==> config.mk <==
export PLATFORM = sky130hd
export DESIGN_NAME = vga_plot_sink
export DESIGN_NICKNAME = d
export VERILOG_FILES = /design/src/rtl/vga_plot_sink.sv
export SDC_FILE = /design/constraint.sdc
export NUM_CORES = 1
export LEC_CHECK = 0
export ABC_CLOCK_PERIOD_IN_PS = 4300
export CAP_MARGIN = 30
export CORE_MARGIN = 1.5
export CORE_UTILIZATION = 40
export DETAILED_ROUTE_END_ITERATION = 10
export PLACE_DENSITY = 0.7
export SLEW_MARGIN = 15
export SYNTH_ARGS = -nofsm -noshare
export SYNTH_HDL_FRONTEND = slang
export SYNTH_SLANG_ARGS = --single-unit
export TNS_END_PERCENT = 1
==> constraint.sdc <==
create_clock -name clk -period 4.3 [get_ports clk]
set_input_delay 1.075 -clock clk [delete_from_list [all_inputs] [get_ports clk]]
set_output_delay 1.075 -clock clk [all_outputs]
set_load 0.005 [all_outputs]
==> src/rtl/vga_plot_sink.sv <==
// Plot-stream sink: clears a linear framebuffer after reset, then queues plots in a show-ahead FIFO for writing.
// Define PLOT_SINK_TRANSPARENT_EN to discard in-range plots whose colour equals TRANSPARENT_COLOUR.
module vga_plot_sink #(
  parameter int         X_SCREEN_PIXELS    = 320,
  parameter int         Y_SCREEN_PIXELS    = 240,
  parameter logic [2:0] BG_COLOUR          = 3'b000,
  parameter int         FIFO_DEPTH         = 8,
  parameter logic [2:0] TRANSPARENT_COLOUR = 3'b101
) (
  input  logic                                                   clk,
  input  logic                                                   iResetn,
  input  logic [$clog2(X_SCREEN_PIXELS):0]                       iX,
  input  logic [$clog2(Y_SCREEN_PIXELS):0]                       iY,
  input  logic [2:0]                                             iColour,
  input  logic                                                   iPlot,
  input  logic                                                   iNewFrame,
  output logic                                                   oReady,
  output logic [$clog2(X_SCREEN_PIXELS*Y_SCREEN_PIXELS)-1:0]     oMemAddr,
  output logic [2:0]                                             oMemData,
  output logic                                                   oMemWe,
  input  logic                                                   iMemReady,
  output logic                                                   oBusy,
  output logic [7:0]                                             oDropCount,
  output logic [7:0]                                             oClipCount,
  output logic [7:0]                                             oFrameCount
);

  localparam int XW = $clog2(X_SCREEN_PIXELS) + 1;
  localparam int YW = $clog2(Y_SCREEN_PIXELS) + 1;
  localparam int AW = $clog2(X_SCREEN_PIXELS * Y_SCREEN_PIXELS);
  localparam int PW = $clog2(FIFO_DEPTH);
  localparam int CW = PW + 1;
  localparam logic [AW-1:0] LAST_ADDR = AW'(X_SCREEN_PIXELS * Y_SCREEN_PIXELS - 1);

`ifdef PLOT_SINK_TRANSPARENT_EN
  localparam bit KEY_EN = 1'b1;
`else
  localparam bit KEY_EN = 1'b0;
`endif

  typedef enum logic {CLEAR, RUN} state_t;

  state_t          state;
  logic [AW-1:0]   clr_addr;
  logic [AW-1:0]   fifo_addr [FIFO_DEPTH];
  logic [2:0]      fifo_col  [FIFO_DEPTH];
  logic [PW-1:0]   rd_ptr, wr_ptr;
  logic [CW-1:0]   count;
  logic [7:0]      drop_cnt, clip_cnt, frame_cnt;

  logic            ready, not_empty, off_screen, key_hit, accept, push, pop;
  logic [AW-1:0]   plot_addr;

  assign ready      = (state == RUN) && (count != CW'(FIFO_DEPTH));
  assign not_empty  = (count != '0);
  assign off_screen = (iX >= XW'(X_SCREEN_PIXELS)) || (iY >= YW'(Y_SCREEN_PIXELS));
  assign key_hit    = (iColour == TRANSPARENT_COLOUR);
  // Both operands widened to the address width before the multiply-add.
  assign plot_addr  = AW'(iY) * AW'(X_SCREEN_PIXELS) + AW'(iX);
  assign accept     = iPlot && ready;
  assign push       = accept && !off_screen && !(KEY_EN && key_hit);
  assign pop        = (state == RUN) && not_empty && iMemReady;

  assign oReady      = ready;
  assign oBusy       = (state == CLEAR);
  assign oMemWe      = (state == CLEAR) || not_empty;
  assign oMemAddr    = (state == CLEAR) ? clr_addr  : fifo_addr[rd_ptr];
  assign oMemData    = (state == CLEAR) ? BG_COLOUR : fifo_col[rd_ptr];
  assign oDropCount  = drop_cnt;
  assign oClipCount  = clip_cnt;
  assign oFrameCount = frame_cnt;

  always_ff @(posedge clk) begin
    if (push) begin
      fifo_addr[wr_ptr] <= plot_addr;
      fifo_col[wr_ptr]  <= iColour;
    end
  end

  always_ff @(posedge clk) begin
    if (!iResetn) begin
      state     <= CLEAR;
      clr_addr  <= '0;
      rd_ptr    <= '0;
      wr_ptr    <= '0;
      count     <= '0;
      drop_cnt  <= '0;
      clip_cnt  <= '0;
      frame_cnt <= '0;
    end else begin
      if (iNewFrame)
        frame_cnt <= frame_cnt + 8'd1;
      if (iPlot && !ready && drop_cnt != 8'hFF)
        drop_cnt <= drop_cnt + 8'd1;
      if (accept && off_screen && clip_cnt != 8'hFF)
        clip_cnt <= clip_cnt + 8'd1;

      case (state)
        CLEAR: begin
          if (iMemReady) begin
            if (clr_addr == LAST_ADDR) begin
              state    <= RUN;
              clr_addr <= '0;
            end else begin
              clr_addr <= clr_addr + AW'(1);
            end
          end
        end
        RUN: ;
        default: state <= CLEAR;
      endcase

      if (push) wr_ptr <= wr_ptr + PW'(1);
      if (pop)  rd_ptr <= rd_ptr + PW'(1);
      if (push && !pop)
        count <= count + CW'(1);
      else if (pop && !push)
        count <= count - CW'(1);
    end
  end

endmodule
# Word-level counts from Yosys, hierarchy flattened

Memory sizes are Yosys's and may differ from the RTL's. A register that Yosys moved wholly into a read port is not among the register bits.
Cells that the tools add are included.
W data, S select, Z words.

Reduce and logical (&&, ||, !) cells: 20
Muxes and demuxes: 14
Order comparisons: 2
Add/subtract/negate cells: 9
Multiply operators: 1
Bitwise gates (word level): 1
Equal/unequal tests: 4

Operators by type and width:

| operator                | count |
|---|---|
| $mux W17                | 2 |
| $add A8 B1 Y8 const B   | 3 |
| $add A17 B1 Y17 const B | 1 |
| $add A17 B10 Y17        | 1 |
| $eq A17 B17 Y1 const B  | 1 |
| $ne A8 B8 Y1 const B    | 2 |
| $mux W3                 | 5 |
| $logic_and A1 B1 Y1     | 11 |
| $mul A9 B3 Y11 const B  | 1 |
| $ge A10 B9 Y1 const B   | 1 |
| $ge A9 B8 Y1 const B    | 1 |
| $mux W4                 | 2 |
| $add A3 B1 Y3 const B   | 2 |
| $mux W1                 | 5 |
| $add A4 B1 Y4 const B   | 1 |
| $logic_not A1 Y1        | 4 |
| $ne A4 B4 Y1 const B    | 1 |
| $reduce_bool A4 Y1      | 1 |
| $sub A4 B1 Y4 const B   | 1 |
| $logic_or A1 B1 Y1      | 2 |
| $reduce_and A2 Y1       | 1 |
| $reduce_bool A2 Y1      | 1 |
| $not A1 Y1              | 1 |

Memories: 2
Output and inout bits: 47
Memory bits (writable): 160
Bits of input ports: 27
Register bits after elaboration: 52

Memory list:

| memory    | depth | width | read ports | clocked after memory_dff | wr ports | line | RTL |
|---|---|---|---|---|---|---|---|
| fifo_addr | 8     | 17    | 1          | 1                        | 1        | 45   | `logic [AW-1:0] fifo_addr [FIFO_DEPTH];` |
| fifo_col  | 8     | 3     | 1          | 1                        | 1        | 46   | `logic [2:0] fifo_col [FIFO_DEPTH];` |

# Longest topological paths before layout

Depth in word-level cells: 8
Gate-level depth with buffers: 12
Depth with buffers taken out: 11

# Worst setup path after synthesis

No wires, ideal clock.

Kind: input to register
Start: input port iX[7]
End: memory fifo_addr[2][0] (netlist name), enable pin
Cell stages on the path: 5
Slack: 0.438 ns
Setup time: 0.427 ns
Arrival time: 3.436 ns
Cell sequence: o21ai_1 > nand3_1 > nor4b_4 > nand2b_1 > nor3b_1

Cells in the longest elaborated chain, start to end: 6

RTL lines:

| what                          | line | RTL |
|---|---|---|
| start, declared               | 12   | `input logic [$clog2(X_SCREEN_PIXELS):0] iX,` |
| $ge A10 B9 Y1                 | 56   | `assign off_screen = (iX >= XW'(X_SCREEN_PIXELS)) \|\| (iY >= YW'(Y_SCREEN_PIXELS));` |
| $logic_or A1 B1 Y1            | 56   |  |
| $logic_not A1 Y1              | 61   | `assign push = accept && !off_screen && !(KEY_EN && key_hit);` |
| $logic_and A1 B1 Y1           | 61   |  |
| net push                      | 51   | `logic ready, not_empty, off_screen, key_hit, accept, push, pop;` |
| $mux W1                       | 74   | `if (push) begin` |
| $mux W1 (not written as such) | 75   | `fifo_addr[wr_ptr] <= plot_addr;` |
| end, declared                 | 45   |  |

The timed path passes the listed nets, and every way through them passes these cells.

==> impl_metrics.json <==
{
  "status": "completed",
  "utilization_pct": 49.8,
  "grt_usage_pct": 15.7,
  "drt-initial-drc-count": 355,
  "rrSetupSlack_ps": 1310,
  "initial_core_util_pct": 40.8,
  "ir_drop_uv": 225,
  "finalCriticalPeriod_ps": 3930,
  "wl_per_cell_um": 17.9,
  "crit_type": "register to output port",
  "synth_top_family_by_area": "multiplexers",
  "io_buffers": 73,
  "crit_chain": "buf_4, mux4_2, mux2i_1, a21oi_1, clkdlybuf4s50_1",
  "hold_path.class": "register to register",
  "synth-xor-area-share_pct": 4.73,
  "r2r_cells": 11,
  "power.density_nw_per_um2": 399,
  "dp_slack_ps": 6.95,
  "end_kind": "output port",
  "drc_errors": 0,
  "layout_commonest_cell": "edfxtp_1",
  "drt-total-wl_mm": 18.5,
  "post_cts_buffers": 0,
  "min_to": "oFrameCount[7]",
  "synth_enable_flop_cells": 160,
  "first_pass_iters": 4,
  "hold_violations": 0,
  "grt_util_met2_pct": 25.7,
  "area_growth_pct": 21.9,
  "synthCells": 634,
  "start_kind": "register",
  "max_stage_delay_ps": 710,
  "cts_resized": 0,
  "yosys.area_share.simple_pct": 9.52,
  "ant_nets": 0,
  "dr_total_vias": 5424,
  "power_leakage_nw": 3.78,
  "timing.slew.headroom_pct": 51.8,
  "maxCapViolations": 0,
  "finalSetupViolCount": 0,
  "synth-async-reset-ratio_pct": 0,
  "critPathBufInv": 2,
  "antenna_cells": 0,
  "critPathRequiredTime_ps": 3220,
  "critPathArrivalTime_ps": 2860,
  "yosysUniqueCellTypes": 42,
  "cts_tree": "done",
  "syn_area_um2": 9270,
  "grt_pass1_vias": 5401,
  "postSynthAreaPerCell_um2": 14.6,
  "place_congestion": 0.768,
  "finalMaxSlewViolations": 0,
  "busiest_layer": "met2",
  "max_freq_ghz": 0.254,
  "die_x_um": 155,
  "die-height_um": 155,
  "boundaryPins": 74,
  "nFillCells": 1928,
  "grt_pass1_wl_mm": 29.1,
  "instances_no_fill": 1036,
  "htree_levels": 1,
  "holdBufCountCts": 0,
  "gr-usage-met1_pct": 20.8,
  "mostFrequentLayoutCells": "edfxtp_1, nor2_1, clkdlybuf4s50_1",
  "seq_area_frac_synth_pct": 63.7,
  "synth_compound_area_share_pct": 3.56,
  "antenna_found_initial": 0,
  "critPathTopFamily": "buffers and inverters",
  "viasPerCell": 5.24,
  "clock-sinks": 215,
  "synth_fp_nets": 691,
  "place_inst": 992,
  "nets": 790,
  "synthMuxAreaShare_pct": 12.6,
  "grt_max_degree": 23,
  "numCtsBuffers": 24,
  "use_met3_pct": 3.40,
  "yosys_most_used_dff": "edfxtp_1",
  "dieArea_um2": 24100,
  "tns_ps": 0,
  "cts_buffer_depth": 3,
  "totalPowerFinal_mw": 4.51,
  "slowest_stage": "dfxtp_2",
  "min_path_cells": 2,
  "reg2reg_from": "state",
  "coreArea_um2": 22700,
  "cts_root_buffer": "clkbuf_16",
  "yosys_warnings": 0,
  "clk_pin_slew_ps": 60,
  "timing.rr.end": "count[3]",
  "clk_latency_ps": 520,
  "cp_max_fo": 15,
  "rsz0062_at_grt": "false",
  "finalWorstSetupSlack_ps": 369,
  "synth_adder_area_share_pct": 4.29,
  "layout-drive-gt1-share_pct": 16.6,
  "dp_hpwl_mm": 11.7,
  "finalCritPeriodShare_pct": 91.4,
  "hold_start": "oFrameCount[7]",
  "ys_seq_elements": 215,
  "fp-row-count": 55,
  "worst_slew_pin_slew_ps": 718,
  "fin_skew_ps": 17.4,
  "gr-total-overflow": 0
}
==> area by class of cell <==
class | instances | area [um2] | share of cell area, %
Clock inverter | 11 | 98.8 | 0.875
Multi-Input combinational cell | 383 | 3250 | 28.8
Tap cell | 285 | 357 | 3.16
Timing Repair Buffer | 97 | 961 | 8.50
Inverter | 12 | 45.0 | 0.399
Clock buffer | 33 | 676 | 5.98
Sequential cell | 215 | 5910 | 52.3
==> metal layers <==
metal	up-vias	part of all wire [%]
li1	2587	-
met1	2662	45
met2	143	47
met3	32	5.9
met4	0	2.6
met5	-	0
==> kinds of logic after synthesis <==
kind of cell    count (synthesis)
fa+ha+maj                      30
mux                            67
compound gates                 57
flops                         215
simple gates                  179
buf+inv                        36
xor+xnor                       50
==> power breakdown <==
| part | internal [mW] | total (mW) | switching [mW] |
|---|---|---|---|
| clock | 1.16 | 1.96 | 0.794 |
| combinational | 0.0944 | 0.245 | 0.151 |
| sequential | 2.30 | 2.30 | 0.00642 |
==> cells in the mapped netlist (all sizes together), types with 8 or more instances <==
master  instances  area [um2]
nor3            8        45.0
inv            12        45.0
nand4          15        93.8
nand2          27         101
a21oi          31         155
nor2           82         313
mux4           40         901
mux2i          27         270
dfxtp          55        1100
edfxtp        160        4800
xnor2          20         175
ha             27         338
xor2           30         263
buf            12        52.6
nand3          13        65.1
clkbuf         12        45.0
o21ai          12        60.1
==> tightest hold or removal path, cell delays in order, from the launching register on <==
cell,delay [ps]
dfxtp_1,310
o21ai_0,70
a21oi_1,60
==> metrics by stage <==
step / hold WS (ps) / area [um2]
floorplan: 467 / 9270
global placement: 468 / 10500
detailed placement: 486 / 10500
CTS: 495 / 11300
global route: 529 / 11300
finish: 492 / 11300
==> worst max-delay path by stage <==
stage              from  cells past startpoint               end  slack (ps)
2_1_floorplan     iX[7]                      5   fifo_addr[2][0]         440
3_3_place_gp      iY[1]                     10  fifo_addr[0][16]          90
3_5_place_dp      iY[1]                     10  fifo_addr[1][16]           7
4_1_cts        register                      5      oMemAddr[13]         270
5_1_grt        register                      5      oMemAddr[13]         220
6_report       register                      5      oMemAddr[13]         370
==> sequential cells by signal, indices dropped and copies added, names as in the netlist, named ones only <==
name and cells:
oDropCount 8, wr_ptr 3, state 1, clr_addr 17
rd_ptr 3, fifo_addr 136, count 4, oClipCount 8
fifo_col 24, oFrameCount 8
Note: power is estimated with default switching activity, not from simulation.
